--- src/rtl/udlx_wb_pkg.sv ---
`default_nettype none
// ============================================================================
// Module   : udlx_wb_pkg
// Purpose  : Shared definitions for the writeback stage: load size encodings
//            and register-file sizing.
// Revision : 1.0 - initial release
// ============================================================================
package udlx_wb_pkg;

  // Encoding of the memory access size carried with each load return.
  // The reserved code is handled as a full word.
  typedef enum logic [1:0] {
    LD_BYTE = 2'b00,
    LD_HALF = 2'b01,
    LD_WORD = 2'b10,
    LD_RSVD = 2'b11
  } ld_size_e;

  // Number of architectural registers for a given index width.
  function automatic int unsigned nregs(input int unsigned aw);
    return 32'd1 << aw;
  endfunction

  // Register count of the default five-bit register index.
  localparam int unsigned NREGS = nregs(5);

endpackage
`default_nettype wire

--- src/rtl/load_extender.sv ---
`default_nettype none
// ============================================================================
// Module   : load_extender
// Purpose  : Selects the byte or halfword lane of a raw memory word and
//            zero- or sign-extends it to 32 bits. Words pass through.
//            Only instantiated when WB_LOAD_EXTEND_EN is defined.
// Revision : 1.0 - initial release
// ============================================================================
module load_extender
  import udlx_wb_pkg::*;
(
  input  logic [31:0] data_i,
  input  logic [1:0]  size_i,
  input  logic        signed_i,
  input  logic [1:0]  byte_off_i,
  output logic [31:0] data_o
);

  logic [7:0]  w_byte;
  logic [15:0] w_half;

  // Lane selection: byte by full offset, halfword by the upper offset bit only.
  always_comb begin
    w_byte = 8'h00;
    case (byte_off_i)
      2'd0:    w_byte = data_i[7:0];
      2'd1:    w_byte = data_i[15:8];
      2'd2:    w_byte = data_i[23:16];
      default: w_byte = data_i[31:24];
    endcase
    w_half = byte_off_i[1] ? data_i[31:16] : data_i[15:0];
  end

  // Extension of the selected lane; reserved size behaves like a word.
  always_comb begin
    data_o = data_i;
    case (ld_size_e'(size_i))
      LD_BYTE: data_o = {{24{signed_i & w_byte[7]}}, w_byte};
      LD_HALF: data_o = {{16{signed_i & w_half[15]}}, w_half};
      default: data_o = data_i;
    endcase
  end

endmodule
`default_nettype wire

--- src/rtl/writeback_stage.sv ---
`default_nettype none
// ============================================================================
// Module   : writeback_stage
// Purpose  : Final pipeline stage. Registers ALU results onto register-file
//            write port A and load returns onto port B. Tracks outstanding
//            loads per register so decode can stall on RAW hazards, and
//            squashes load returns overtaken by a younger ALU write.
//            Optional macro WB_LOAD_EXTEND_EN enables sub-word load lane
//            selection and extension (DATA_WIDTH must then be 32).
// Revision : 1.0 - initial release
// ============================================================================
module writeback_stage
  import udlx_wb_pkg::*;
#(
  parameter int DATA_WIDTH    = 32,
  parameter int ADDRESS_WIDTH = 5
) (
  input  logic                     clk,
  input  logic                     rst,
  input  logic                     alu_valid_i,
  input  logic [ADDRESS_WIDTH-1:0] alu_rd_addr_i,
  input  logic [DATA_WIDTH-1:0]    alu_data_i,
  input  logic                     ld_issue_i,
  input  logic [ADDRESS_WIDTH-1:0] ld_issue_addr_i,
  input  logic                     ld_valid_i,
  output logic                     ld_ready_o,
  input  logic [ADDRESS_WIDTH-1:0] ld_rd_addr_i,
  input  logic [DATA_WIDTH-1:0]    ld_data_i,
  input  logic [1:0]               ld_size_i,
  input  logic                     ld_signed_i,
  input  logic [1:0]               ld_byte_off_i,
  input  logic [ADDRESS_WIDTH-1:0] rd_reg1_addr_i,
  input  logic [ADDRESS_WIDTH-1:0] rd_reg2_addr_i,
  output logic                     rd_stall_o,
  output logic                     reg_a_wr_en_o,
  output logic [ADDRESS_WIDTH-1:0] reg_a_wr_addr_o,
  output logic [DATA_WIDTH-1:0]    reg_a_wr_data_o,
  output logic                     reg_b_wr_en_o,
  output logic [ADDRESS_WIDTH-1:0] reg_b_wr_addr_o,
  output logic [DATA_WIDTH-1:0]    reg_b_wr_data_o
);

  localparam int unsigned c_NREGS = nregs(ADDRESS_WIDTH);

  logic                     ld_ready_q;
  logic                     a_en_q;
  logic [ADDRESS_WIDTH-1:0] a_addr_q;
  logic [DATA_WIDTH-1:0]    a_data_q;
  logic                     b_en_q;
  logic [ADDRESS_WIDTH-1:0] b_addr_q;
  logic [DATA_WIDTH-1:0]    b_data_q;
  logic [c_NREGS-1:0]       pending_q, pending_d;
  logic [c_NREGS-1:0]       kill_q, kill_d;

  logic                     w_ld_xfer;
  logic                     w_a_wr;
  logic                     w_b_wr;
  logic [DATA_WIDTH-1:0]    w_ld_data;

  // Load return data formatting.
`ifdef WB_LOAD_EXTEND_EN
  load_extender u_load_extender (
    .data_i     (ld_data_i),
    .size_i     (ld_size_i),
    .signed_i   (ld_signed_i),
    .byte_off_i (ld_byte_off_i),
    .data_o     (w_ld_data)
  );
`else
  // Size/sign/offset carry no meaning without extension; fold them into a sink.
  logic unused_ld_fmt;
  assign unused_ld_fmt = ^{ld_size_i, ld_signed_i, ld_byte_off_i};
  assign w_ld_data     = ld_data_i;
`endif

  assign w_ld_xfer = ld_valid_i & ld_ready_q;
  assign w_a_wr    = alu_valid_i & (alu_rd_addr_i != '0);
  // Port B writes unless r0, killed by an earlier younger ALU write, or
  // colliding with an ALU write to the same register in this very cycle.
  assign w_b_wr    = w_ld_xfer & (ld_rd_addr_i != '0) & ~kill_q[ld_rd_addr_i]
                   & ~(alu_valid_i & (alu_rd_addr_i == ld_rd_addr_i));

  // Decode hazard query; r0 can never be pending so needs no special case.
  assign rd_stall_o = pending_q[rd_reg1_addr_i] | pending_q[rd_reg2_addr_i];

  // Scoreboard next state: later statements override, giving issue > return > ALU kill.
  always_comb begin
    pending_d = pending_q;
    kill_d    = kill_q;
    if (alu_valid_i && pending_q[alu_rd_addr_i]) begin
      kill_d[alu_rd_addr_i] = 1'b1;
    end
    if (w_ld_xfer) begin
      pending_d[ld_rd_addr_i] = 1'b0;
      kill_d[ld_rd_addr_i]    = 1'b0;
    end
    if (ld_issue_i && (ld_issue_addr_i != '0)) begin
      pending_d[ld_issue_addr_i] = 1'b1;
      kill_d[ld_issue_addr_i]    = 1'b0;
    end
  end

  // Scoreboard state and load-ready handshake.
  always_ff @(posedge clk or posedge rst) begin
    if (rst) begin
      pending_q  <= '0;
      kill_q     <= '0;
      ld_ready_q <= 1'b0;
    end else begin
      pending_q  <= pending_d;
      kill_q     <= kill_d;
      ld_ready_q <= 1'b1;
    end
  end

  // Write port A: ALU results, one cycle after presentation.
  always_ff @(posedge clk or posedge rst) begin
    if (rst) begin
      a_en_q   <= 1'b0;
      a_addr_q <= '0;
      a_data_q <= '0;
    end else begin
      a_en_q <= w_a_wr;
      if (alu_valid_i) begin
        a_addr_q <= alu_rd_addr_i;
        a_data_q <= alu_data_i;
      end
    end
  end

  // Write port B: accepted load returns, one cycle after transfer.
  always_ff @(posedge clk or posedge rst) begin
    if (rst) begin
      b_en_q   <= 1'b0;
      b_addr_q <= '0;
      b_data_q <= '0;
    end else begin
      b_en_q <= w_b_wr;
      if (w_ld_xfer) begin
        b_addr_q <= ld_rd_addr_i;
        b_data_q <= w_ld_data;
      end
    end
  end

  assign ld_ready_o      = ld_ready_q;
  assign reg_a_wr_en_o   = a_en_q;
  assign reg_a_wr_addr_o = a_addr_q;
  assign reg_a_wr_data_o = a_data_q;
  assign reg_b_wr_en_o   = b_en_q;
  assign reg_b_wr_addr_o = b_addr_q;
  assign reg_b_wr_data_o = b_data_q;

endmodule
`default_nettype wire

--- config.mk ---
export PLATFORM = sky130hd
export DESIGN_NAME = writeback_stage
export DESIGN_NICKNAME = d
export VERILOG_FILES = /design/src/rtl/udlx_wb_pkg.sv /design/src/rtl/load_extender.sv /design/src/rtl/writeback_stage.sv
export SDC_FILE = /design/constraint.sdc
export NUM_CORES = 1
export LEC_CHECK = 0
export ABC_AREA = 0
export CELL_PAD_IN_SITES_DETAIL_PLACEMENT = 1
export CELL_PAD_IN_SITES_GLOBAL_PLACEMENT = 2
export CORE_ASPECT_RATIO = 0.75
export CORE_MARGIN = 1
export CORE_UTILIZATION = 32
export DETAILED_ROUTE_END_ITERATION = 10
export PLACE_DENSITY_LB_ADDON = 0.1
export SETUP_SLACK_MARGIN = 0.15
export SYNTH_ARGS = -nofsm -noshare
export SYNTH_HDL_FRONTEND = slang
export SYNTH_SLANG_ARGS = --single-unit
--- constraint.sdc ---
create_clock -name clk -period 5.8 [get_ports clk]
set_clock_uncertainty 0.05 [all_clocks]
set_input_delay 0.87 -clock clk [delete_from_list [all_inputs] [get_ports clk]]
set_output_delay 0.87 -clock clk [all_outputs]
set_load 0.005 [all_outputs]
==> flow_metrics.py <==
metrics = {
    "global_route": {
        "grtUsageTotal_pct": 21.6,
        "grt_max_degree": 94,
        "first_global_vias": 6316,
        "grt_first_pass_wirelength_um": 37500,
        "antenna_found_initial": 0,
        "grt_overflow": 0,
    },
    "drt": {
        "met1Wirelength_um": 10300,
        "wl_per_cell_um": 21.5,
        "drt_iter0_markers": 300,
        "top_layer": "met4",
        "num_vias": 5706,
        "first_pass_iters": 4,
        "dr_wl_met3_um": 1310,
        "wl_met2_um": 11500,
        "routed_wl_um": 23400,
        "ant_nets": 0,
        "post_drt_via_cell_ratio": 5.23,
        "drc_errors": 0,
    },
    "clocking": {
        "cts_tree": "yes",
        "h-tree-depth": 4,
        "cts_buffer_depth": 2,
        "clk_pin_slew_worst_paths_ns": 0.05,
        "hold_buffers": 0,
        "cts_setup_buffers": 0,
        "worstSkewPairLatency_ns": 0.42,
        "cts_made_buffers": 17,
        "root_buffer": "clkbuf_16",
        "cts.sinks": 140,
        "post_cts_resized": 0,
    },
    "power_and_ir_drop": {
        "powerDensity_nw_per_um2": 310,
        "finalPower_mw": 2.99,
        "power.leakage_nw": 3.93,
        "ir_worst_vdd_v": 0.000163,
    },
    "floorplanning": {
        "core_area_um2": 21500,
        "io_pins": 177,
        "initial_utilization_pct": 33.2,
        "dieArea_um2": 22900,
        "die_w_um": 174,
        "rows": 46,
        "die_y_um": 131,
    },
    "logic_synthesis": {
        "yosysTopAreaCell": "dfrtp_1",
        "synthCells": 633,
        "syn_area_um2": 7120,
        "syn-num-nets": 732,
        "yosysTopAreaCellShare_pct": 49.2,
        "seq_area_frac_synth_pct": 49.2,
        "synth_flop_cell": "dfrtp_1",
        "yosysUniqueCellTypes": 44,
        "syn_area_per_cell_um2": 11.3,
        "synth-edff-count": 0,
        "synthTopCellsByArea": "dfrtp_1 (49%), mux2_2 (13%), mux4_2 (6.0%)",
        "synth-seq-cells": 140,
        "synthArstFlopShare_pct": 100,
        "synth_warnings": 0,
    },
    "final_layout": {
        "layout_common_cells": "clkdlybuf4s50_1 (170), dfrtp_1 (140), mux2_2 (82)",
        "syn2layout_area_growth_pct": 35.1,
        "fill_cells": 2282,
        "drive_gt1_share_pct": 20.7,
        "diodes": 0,
        "final_common_cell": "clkdlybuf4s50_1",
        "utilization_pct": 44.8,
        "final_nets": 890,
    },
    "critical_path": {
        "critPathRequiredTime_ns": 4.88,
        "critPathLaunchType": "primary input",
        "worst_setup_path_end_kind": "output port",
        "critical_path_class": "in2out",
        "worstPathArrival_ns": 3.27,
        "path_max_fanout": 7,
    },
    "timing": {
        "final_max_slew_viol_count": 0,
        "grt_setup_unrepaired": "false",
        "final.period_utilization_pct": 72.3,
        "tightestPinTransition_ns": 1.09,
        "hold_violations": 0,
        "tns_ns": 0,
        "setup_viol": 0,
        "min_period_ns": 4.19,
        "fmax_mhz": 238,
        "hold-worst-slack_ns": 0.431,
        "max-slew-margin-rel_pct": 27.0,
    },
    "placed_design": {
        "dp_hpwl_um": 17300,
        "io_buffers": 171,
        "gp_congestion": 0.850,
    },
    "run": {
        "drv_cap": 0,
    },
    "status": {
        "status": "completed",
    },
    "min_path": {
        "hold_class": "reg2reg",
    },
}
-- cell usage after synthesis (16+ instances only) --
cell type and n:
clkbuf_1 23, mux2_2 82, a21oi_1 34, dfrtp_1 140, nand3_1 34, nand2_1 73, nor2_1 37, nand3b_1 16
mux4_2 19, mux2i_1 23, a21o_1 31, o21ai_2 19
-- power by group --
part           total [mW]  switching, mW  internal, mW
clock                1.07          0.410         0.660
sequential           1.27          0.140          1.13
combinational       0.645          0.264         0.381
-- registers in the layout, indices dropped and copies added (netlist names) --
name             flops
pending_q           32
reg_a_wr_data_o     32
reg_b_wr_addr_o      5
reg_a_wr_en_o        1
reg_a_wr_addr_o      5
reg_b_wr_en_o        1
kill_q              31
reg_b_wr_data_o     32
ld_ready_o           1
-- worst max-delay path, cell delays in order --
cell and delay (ns):
clkdlybuf4s50_1 0.80, mux4_2 0.58, mux2i_1 0.23, o211ai_1 0.11, o21ai_0 0.11, nand4_1 0.11
clkdlybuf4s50_1 0.46
-- layer usage --
metal	vias to the layer above	GRT usage, %
met5	-	0
met4	0	5.95
met3	20	4.66
met2	140	35.3
met1	2949	28.9
li1	2597	-
-- path summary, 6_finish.rpt --
path | startpoint | end | slack, ns | cells past startpoint
max in group asynchronous | rst | reg_b_wr_data_o[30] | 3.54 | 3
setup reg to reg | pending_q[15] | kill_q[31] | 3.53 | 6
setup / recovery | rd_reg1_addr_i[0] | rd_stall_o | 1.61 | 7
hold / removal | kill_q[19] | kill_q[19] | 0.43 | 2
min in group asynchronous | rst | reg_a_wr_data_o[8] | 0.98 | 2
hold reg to reg | kill_q[19] | kill_q[19] | 0.43 | 2
-- layout make-up --
cell class / instances / area (um2) / share of cell area [%]
Clock buffer: 23 / 478 / 4.97
Clock inverter: 7 / 90.1 / 0.936
Inverter: 7 / 31.3 / 0.325
Multi-Input combinational cell: 445 / 3390 / 35.2
Sequential cell: 140 / 3500 / 36.4
Tap cell: 288 / 360 / 3.74
Timing Repair Buffer: 180 / 1770 / 18.4
-- metrics by stage --
| stage | std cells | cell area, um2 | setup WS [ns] |
|---|---|---|---|
| 3_5_place_dp | 1060 | 9060 | 1.54 |
| 5_1_grt | 1090 | 9620 | 1.38 |
| 3_3_place_gp | 1060 | 9060 | 1.56 |
| 6_report | 1090 | 9620 | 1.61 |
| 4_1_cts | 1090 | 9620 | 1.53 |
| 2_1_floorplan | 633 | 7120 | 1.13 |
-- logic make-up after synthesis --
kind of cell	after synthesis	share of synthesized area, %
buffers and inverters	48	3.32
AO/OA/AOI/OAI	109	10.2
flip-flops	140	49.2
other	1	0.0526
XOR/XNOR	5	0.615
multiplexers	124	22.2
AND/OR/NAND/NOR	206	14.5
(Power assumes the default switching activity.)
